### src/rtl/noc_pkg.sv
// Shared NoC types and constants: flit layout, arbiter FSM states and the default flit width.
package noc_pkg;

  localparam int FLIT_W   = 16;
  localparam int HEAD_BIT = 15;
  localparam int TAIL_BIT = 14;

  typedef logic [FLIT_W-1:0] flit_t;

  typedef enum logic {
    IDLE   = 1'b0,
    LOCKED = 1'b1
  } arb_state_e;

endpackage

### src/rtl/noc_rr_arb.sv
// Combinational round-robin picker: the first set req bit at or after ptr (wrapping) wins.
module noc_rr_arb #(
  parameter int NUM_IN = 5,
  parameter int IDX_W  = $clog2(NUM_IN)
) (
  input  logic [NUM_IN-1:0] req,
  input  logic [IDX_W-1:0]  ptr,
  output logic [NUM_IN-1:0] gnt,
  output logic [IDX_W-1:0]  idx,
  output logic              any
);

  always_comb begin
    int j;
    logic [IDX_W-1:0] jj;
    gnt = '0;
    idx = '0;
    any = 1'b0;
    j   = 0;
    jj  = '0;
    for (int k = 0; k < NUM_IN; k++) begin
      j = int'(ptr) + k;
      if (j >= NUM_IN) j = j - NUM_IN;
      jj = IDX_W'(j);
      if (!any && req[jj]) begin
        any     = 1'b1;
        gnt[jj] = 1'b1;
        idx     = jj;
      end
    end
  end

endmodule

### src/rtl/noc_out_arbiter.sv
// NoC output-port arbiter: round-robin pop of input queues, credit flow control, registered link.
// Define NOC_ARB_WORMHOLE_EN to lock the port to one input from a head flit through its tail flit.
module noc_out_arbiter #(
  parameter int NUM_IN  = 5,
  parameter int CREDITS = 4,
  parameter int FLIT_W  = noc_pkg::FLIT_W
) (
  input  logic                     clk,
  input  logic                     rst,
  input  logic [NUM_IN-1:0]        req_i,
  input  logic [NUM_IN*FLIT_W-1:0] data_i,
  output logic [NUM_IN-1:0]        pop_o,
  output logic [FLIT_W-1:0]        data_o,
  output logic                     valid_o,
  input  logic                     credit_i
);
  import noc_pkg::*;

  localparam int IDX_W = $clog2(NUM_IN);
  localparam int CW    = $clog2(CREDITS + 1);

  arb_state_e        state;
  logic [IDX_W-1:0]  ptr;
  logic [IDX_W-1:0]  owner;
  logic [CW-1:0]     credits;

  logic [NUM_IN-1:0] lock_mask;
  logic [NUM_IN-1:0] elig;
  logic [NUM_IN-1:0] gnt;
  logic [IDX_W-1:0]  win;
  logic              grant;
  logic [FLIT_W-1:0] win_flit;

  function automatic logic [IDX_W-1:0] next_idx(input logic [IDX_W-1:0] i);
    return (int'(i) == NUM_IN - 1) ? '0 : i + 1'b1;
  endfunction

  // While locked only the owner may contend; credits gate everybody.
  assign lock_mask = (state == LOCKED) ? (NUM_IN'(1) << owner) : '1;
  assign elig      = (rst || credits == '0) ? '0 : (req_i & lock_mask);

  noc_rr_arb #(
    .NUM_IN (NUM_IN),
    .IDX_W  (IDX_W)
  ) u_rr_arb (
    .req (elig),
    .ptr (ptr),
    .gnt (gnt),
    .idx (win),
    .any (grant)
  );

  assign pop_o    = gnt;
  assign win_flit = data_i[int'(win)*FLIT_W +: FLIT_W];

  always_ff @(posedge clk) begin
    if (rst) begin
      state   <= IDLE;
      ptr     <= '0;
      owner   <= '0;
      credits <= CW'(CREDITS);
      data_o  <= '0;
      valid_o <= 1'b0;
    end else begin
      valid_o <= grant;
      if (grant) data_o <= win_flit;

      if (grant && !credit_i) begin
        credits <= credits - 1'b1;
      end else if (!grant && credit_i && credits != CW'(CREDITS)) begin
        credits <= credits + 1'b1;
      end

`ifdef NOC_ARB_WORMHOLE_EN
      case (state)
        IDLE: begin
          if (grant) begin
            // A stray body flit with no head is forwarded as if it were a single-flit packet.
            if (win_flit[HEAD_BIT] && !win_flit[TAIL_BIT]) begin
              state <= LOCKED;
              owner <= win;
            end else begin
              ptr <= next_idx(win);
            end
          end
        end
        LOCKED: begin
          if (grant && win_flit[TAIL_BIT]) begin
            state <= IDLE;
            ptr   <= next_idx(owner);
          end
        end
        default: state <= IDLE;
      endcase
`else
      if (grant) ptr <= next_idx(win);
`endif
    end
  end

endmodule

### config.mk
export PLATFORM = sky130hd
export DESIGN_NAME = noc_out_arbiter
export DESIGN_NICKNAME = d
export VERILOG_FILES = /design/src/rtl/noc_pkg.sv /design/src/rtl/noc_rr_arb.sv /design/src/rtl/noc_out_arbiter.sv
export SDC_FILE = /design/constraint.sdc
export NUM_CORES = 1
export LEC_CHECK = 0
export CAP_MARGIN = 5
export CORE_UTILIZATION = 29
export CTS_BUF_LIST = sky130_fd_sc_hd__clkbuf_2 sky130_fd_sc_hd__clkbuf_4 sky130_fd_sc_hd__clkbuf_8
export DETAILED_ROUTE_END_ITERATION = 10
export PLACE_DENSITY = 0.58
export SYNTH_ARGS = -nofsm -noshare
export SYNTH_HDL_FRONTEND = slang
export SYNTH_SLANG_ARGS = --single-unit
### constraint.sdc
create_clock -name clk -period 5.2 [get_ports clk]
set_input_delay 0.78 -clock clk [delete_from_list [all_inputs] [get_ports clk]]
set_output_delay 0.78 -clock clk [all_outputs]
set_load 0.005 [all_outputs]
## Yosys cells after proc, flatten, opt, wreduce, memory -nomap -nowiden

Cells that the tools add are included.

- Register bits: 23
- Input port bits: 88
- Word-level logic and storage cells: 103

- Add/subtract/negate cells: 12
- Magnitude comparators: 15
- Equality and inequality tests: 2
- Shift-type cells: 1
- Multiplexer cells: 44
- Bitwise logic cells: 4
- Reduce and logical (&&, ||, !) cells: 21

Operators with widths:

| kind | number |
|---|---|
| $shiftx 80x8->16 | 1 |
| $mux 3 | 13 |
| $mux 5 | 6 |
| $lt 3x4->1 const B | 5 |
| $or 5x5->5 | 4 |
| $ge 4x3->1 const B | 4 |
| $bmux 1 s3 | 5 |
| $demux 1 s3 | 5 |
| $ge 3x1->1 const B | 5 |
| $mux 1 | 15 |
| $sub 3x3->3 const B | 5 |
| $logic_and 1x1->1 | 12 |
| $add 3x2->4 const B | 2 |
| $add 3x1->3 const B | 2 |
| $logic_not 1->1 | 6 |
| $add 3x1->4 const B | 1 |
| $add 3x3->4 const B | 1 |
| $eq 3x3->1 const B | 1 |
| $ge 3x3->1 const B | 1 |
| $logic_not 3->1 | 1 |
| $ne 3x3->1 const B | 1 |
| $sub 3x1->3 const B | 1 |
| $reduce_bool 2->1 | 1 |
| $logic_or 1x1->1 | 1 |

## Longest topological paths before layout

- Depth in word-level cells: 23
- Mapped depth: 17
- Mapped depth without buffers: 15

## Hierarchy

A second synthesis with hierarchy kept.

- Cell total of the unflattened synthesis: 412
- Area, all modules: 3061.7 µm²

Modules (own cells, without submodules):

| module | instances | cells an instance | area each (µm²) | sequential area each (µm²) |
|---|---|---|---|---|
| noc_out_arbiter | 1 | 216 | 1690.4 | 460.4 |
| noc_rr_arb | 1 | 196 | 1371.3 | 0.0 |

## Worst setup path after synthesis

Ideal clock, no wire load.

- Path type: register to register
- Start: register ptr[0]
- End: register ptr[2]
- Library setup time: 0.091 ns
- Arrival time: 4.306 ns
- Data required time: 5.109 ns
- Slack: 0.803 ns
- Stages on the path, launching flop included: 16
- Clock period less this slack: 4.397 ns
- Cells stage by stage: dfxtp_1 buf_4 clkinv_1 ha_1 ha_1 clkbuf_1 a211oi_1 mux2_2 a32o_1 o211a_1 o31ai_2 a21oi_4 clkbuf_1 ha_1 or3_1 a311oi_1

- Word-level cells in the longest chain between the ends: 19
- Elaborated cells between the ends (all ways): 50
- Those cells by class: 10 x add/sub; 5 x order compare; 1 x eq/ne; 26 x mux; 8 x reduce/logical

Ends and longest elaborated chain:

| what | line | text |
|---|---|---|
| from (decl) | noc_out_arbiter.sv:23 | `logic [IDX_W-1:0] ptr;` |
| from (signal assigned) | noc_out_arbiter.sv:96 | `if (grant) ptr <= next_idx(win);` |
| branches (longest 19 deep; another with $add 3x1->4) | - |  |

Several ways; the timed one is not identified. The select of a mux whose other input is x is not followed.
A chain may end at the register's enable or synchronous reset.

## Worst setup path in the final report

- Start: register ptr[1]
- End: output port pop_o[4]

- Word-level cells in the longest chain between the ends: 17
- Elaborated cells between the ends (all ways): 75
- Those cells by class: 9 x add/sub; 15 x order compare; 34 x mux; 4 x bitwise; 13 x reduce/logical

Ends and longest elaborated chain:

| what | line | text |
|---|---|---|
| branches (longest 16 deep; another with $add 3x1->4) | - |  |
| $mux 5 * | noc_rr_arb.sv:25 | `if (!any && req[jj]) begin` |
| to (decl) | noc_out_arbiter.sv:12 | `output logic [NUM_IN-1:0] pop_o,` |

Every way passes the cells marked *. The select of a mux whose other input is x is not followed.

==> results.cfg <==
[power_and_ir_drop]
ir_drop_mv = 0.4581
p_switching_w = 0.001862
pwr-share-clk_pct = 3.5
cellLeakagePower_nw = 1.683
netSwitchingFraction_pct = 54.72
total_power_w = 0.003403
power-per-cell-area_nw_per_um2 = 768.5
seq_power_share_pct = 10.2
pwr-share-comb_pct = 86.2
intPower_w = 0.001541

[floorplan]
die_h_um = 105.7
start_util_pct = 30.04
ios = 110
dieArea_um2 = 11160
core_area_um2 = 10370
die_x_um = 105.7
rows = 37

[critical_path]
crit_arrival_ns = 4.06
reg2reg_setup_slack_ns = 0.76
crit_required_ns = 4.42
crit_path_max_fanout = 13
crit_type = reg -> out
worst_setup_path_start_kind = flop
r2r_cells = 17
endpoint_kind = output port

[synthesis]
synth-compound-area-share_pct = 42.41
synth-simple-area-share_pct = 24.14
synth_seq_cells = 23
synth.distinct_cells = 73
synthesis.area_um2 = 3115
async_flop_share_pct = 0
synth_edf_count = 0
yosysWarnings = 0
synth_xor_area_share_pct = 1.968
synthAdderAreaFrac_pct = 5.301
avgSynthCellArea_um2 = 7.507
synth_nets = 515
synth_cells = 415
synth-main-ff-cell = dfxtp_1
synth_top_family_by_area = compound AO/OA/AOI/OAI gates
yosysSeqAreaShare_pct = 14.78
muxShareOfSynthArea_pct = 3.333

[sta]
skew_ns = 0.002517
min_period_over_period_pct = 93.16
setup_viol = 0
slew_headroom_pct = 57.10
layout_setup_ws_ns = 0.3555
hold_violations = 0
slew_viol_final = 0
max_clock_freq_ghz = 0.2064
min_period_ns = 4.844
rsz0062_at_grt = false
fin_setup_tns_ns = 0
worst_pin_slew_ns = 0.6273

[clocking]
htree_levels = 1
clk_pin_slew_ns = 0.09
cts_tree = yes
insertion_delay_ns = 0.27
numCtsBuffers = 3
cts.sinks = 23
cts_root_buf = clkbuf_8
cts_setup_buffers = 0
clk_path_buf_depth = 2

[placed_design]
dp_hpwl_um = 9309
place.gp.congestion = 0.9527
io_buffers = 109
dpl.cell_count = 652
dp_slack_ns = 0.4850

[worst_hold_path]
hold-path-cell-count = 2
min_path_type = reg -> reg

[route]
drt_iter0_markers = 203
wl_per_cell_um = 18.44
antenna_left = 0
vias = 3759
first_pass_iters = 5
wl_um = 12100
vias_per_cell = 5.730
drc = 0

[global_routing]
grt_max_degree = 27
antenna_found_initial = 0
grt_pass1_vias = 3798
grtUsageMet1_pct = 27.12
grtUsageMet2_pct = 37.02
grt-ovfl-total = 0
grt_pass1_wl_um = 19410
track_usage_pct = 21.62
busiest_layer = met2
grt_use_met3_pct = 4.515

[cells_and_area]
area_delta_synth_final_pct = 42.13
multiInputGateArea_um2 = 2404
regArea_um2 = 461.7
fillerInstances = 1052
instances_no_fill = 656
diodes = 0
fin_nets = 621
drive_above_1_share_pct = 10.00

[job]
maxCapViolCount = 0

[outcome]
outcome = completed
-- area by class of cell --
| cell class | count | share of cell area, % |
|---|---|---|
| Clock buffer | 3 | 0.9325 |
| Clock inverter | 1 | 0.1130 |
| Inverter | 32 | 2.713 |
| Multi-Input combinational cell | 334 | 54.28 |
| Sequential cell | 23 | 10.43 |
| Tap cell | 136 | 3.843 |
| Timing Repair Buffer | 127 | 27.69 |
-- routing by layer --
layer	share of wire (%)	routed length, um
met5	0	0
met4	1.6	198
met3	8.3	1006
met2	47	5725
met1	43	5166
-- worst max-delay path, stage by stage, from the launching register on --
cell	delay, ns
dfxtp_2	0.48
inv_1	0.19
ha_1	0.32
a211o_1	0.37
a21o_1	0.29
a211oi_2	0.32
o31ai_2	0.18
or4_1	0.64
nor3_1	0.28
nor2_1	0.10
inv_1	0.11
clkdlybuf4s50_1	0.51
-- through the flow --
step	instance area [um2]	hold slack, ns	util (%)
3_5_place_dp	4380	0.5220	42.24
2_1_floorplan	3115	0.4902	-
6_report	4428	0.5450	42.70
5_1_grt	4428	0.5905	42.70
4_1_cts	4427	0.5455	42.69
3_3_place_gp	4380	0.5095	42.24
-- cell families (layout without fill, tap and decap cells) --
logic type / Yosys count / after routing
buf+inv: 58 / 163
simple gates: 134 / 134
mux: 10 / 10
fa+ha+maj: 12 / 12
flops: 23 / 23
compound gates: 171 / 171
xor+xnor: 7 / 7
-- power by group through the flow --
| stage | registers (W) | logic, W | clock network [W] |
|---|---|---|---|
| after floorplan | 0.000340 | 0.00205 | 0 |
| after global placement | 0.000351 | 0.00291 | 0 |
| after detailed placement | 0.000351 | 0.00292 | 0 |
| after CTS | 0.000349 | 0.00293 | 0.000124 |
| after global routing | 0.000359 | 0.00321 | 0.000132 |
| final | 0.000348 | 0.00293 | 0.000120 |
-- final timing paths --
kind,startpoint,end
hold / removal,credits[2],credits[2]
setup / recovery,ptr[1],pop_o[4]
hold reg to reg,credits[2],credits[2]
setup reg to reg,ptr[0],ptr[2]
-- cells in the final DEF (no fill, tap or decap), types with 17 or more instances in the layout --
cell type / Yosys / routed
a211oi_1: 41 / 41
nor2_1: 25 / 25
nor2b_1: 21 / 21
o21ai_0: 17 / 17
inv_1: 29 / 29
o22ai_1: 17 / 17
dfxtp_1: 23 / 22
a21oi_1: 24 / 24
nand2_1: 30 / 30
clkdlybuf4s50_1: 0 / 109
buf_4: 5 / 18
-- cell usage after synthesis (6+ instances only) --
cell type | n | area share (%)
dfxtp_1 | 23 | 15
mux2i_1 | 7 | 2.2
inv_1 | 29 | 3.5
a2111oi_2 | 10 | 4.8
o21ai_0 | 17 | 2.7
ha_1 | 10 | 4.0
clkbuf_1 | 13 | 1.6
buf_2 | 6 | 0.96
nor2b_1 | 21 | 4.2
nor3_1 | 8 | 1.3
nand2_1 | 30 | 3.6
or3_1 | 6 | 1.2
a2111oi_0 | 10 | 2.8
a211oi_1 | 41 | 9.9
nor2_1 | 25 | 3.0
o22ai_1 | 17 | 3.4
a21oi_1 | 24 | 3.9
nand3_1 | 7 | 1.1
-- state kept, by name (all words and copies together) (netlist names) --
register / flops
credits: 3
ptr: 3
valid_o: 1
data_o: 16
-- repair_timing --
item | 4_1_cts | 5_1_grt
gates resized for setup | 0 | 1
hold buffers | 0 | 0
endpoints found under the setup margin | 0 | 5
(Power assumes the default switching activity.)
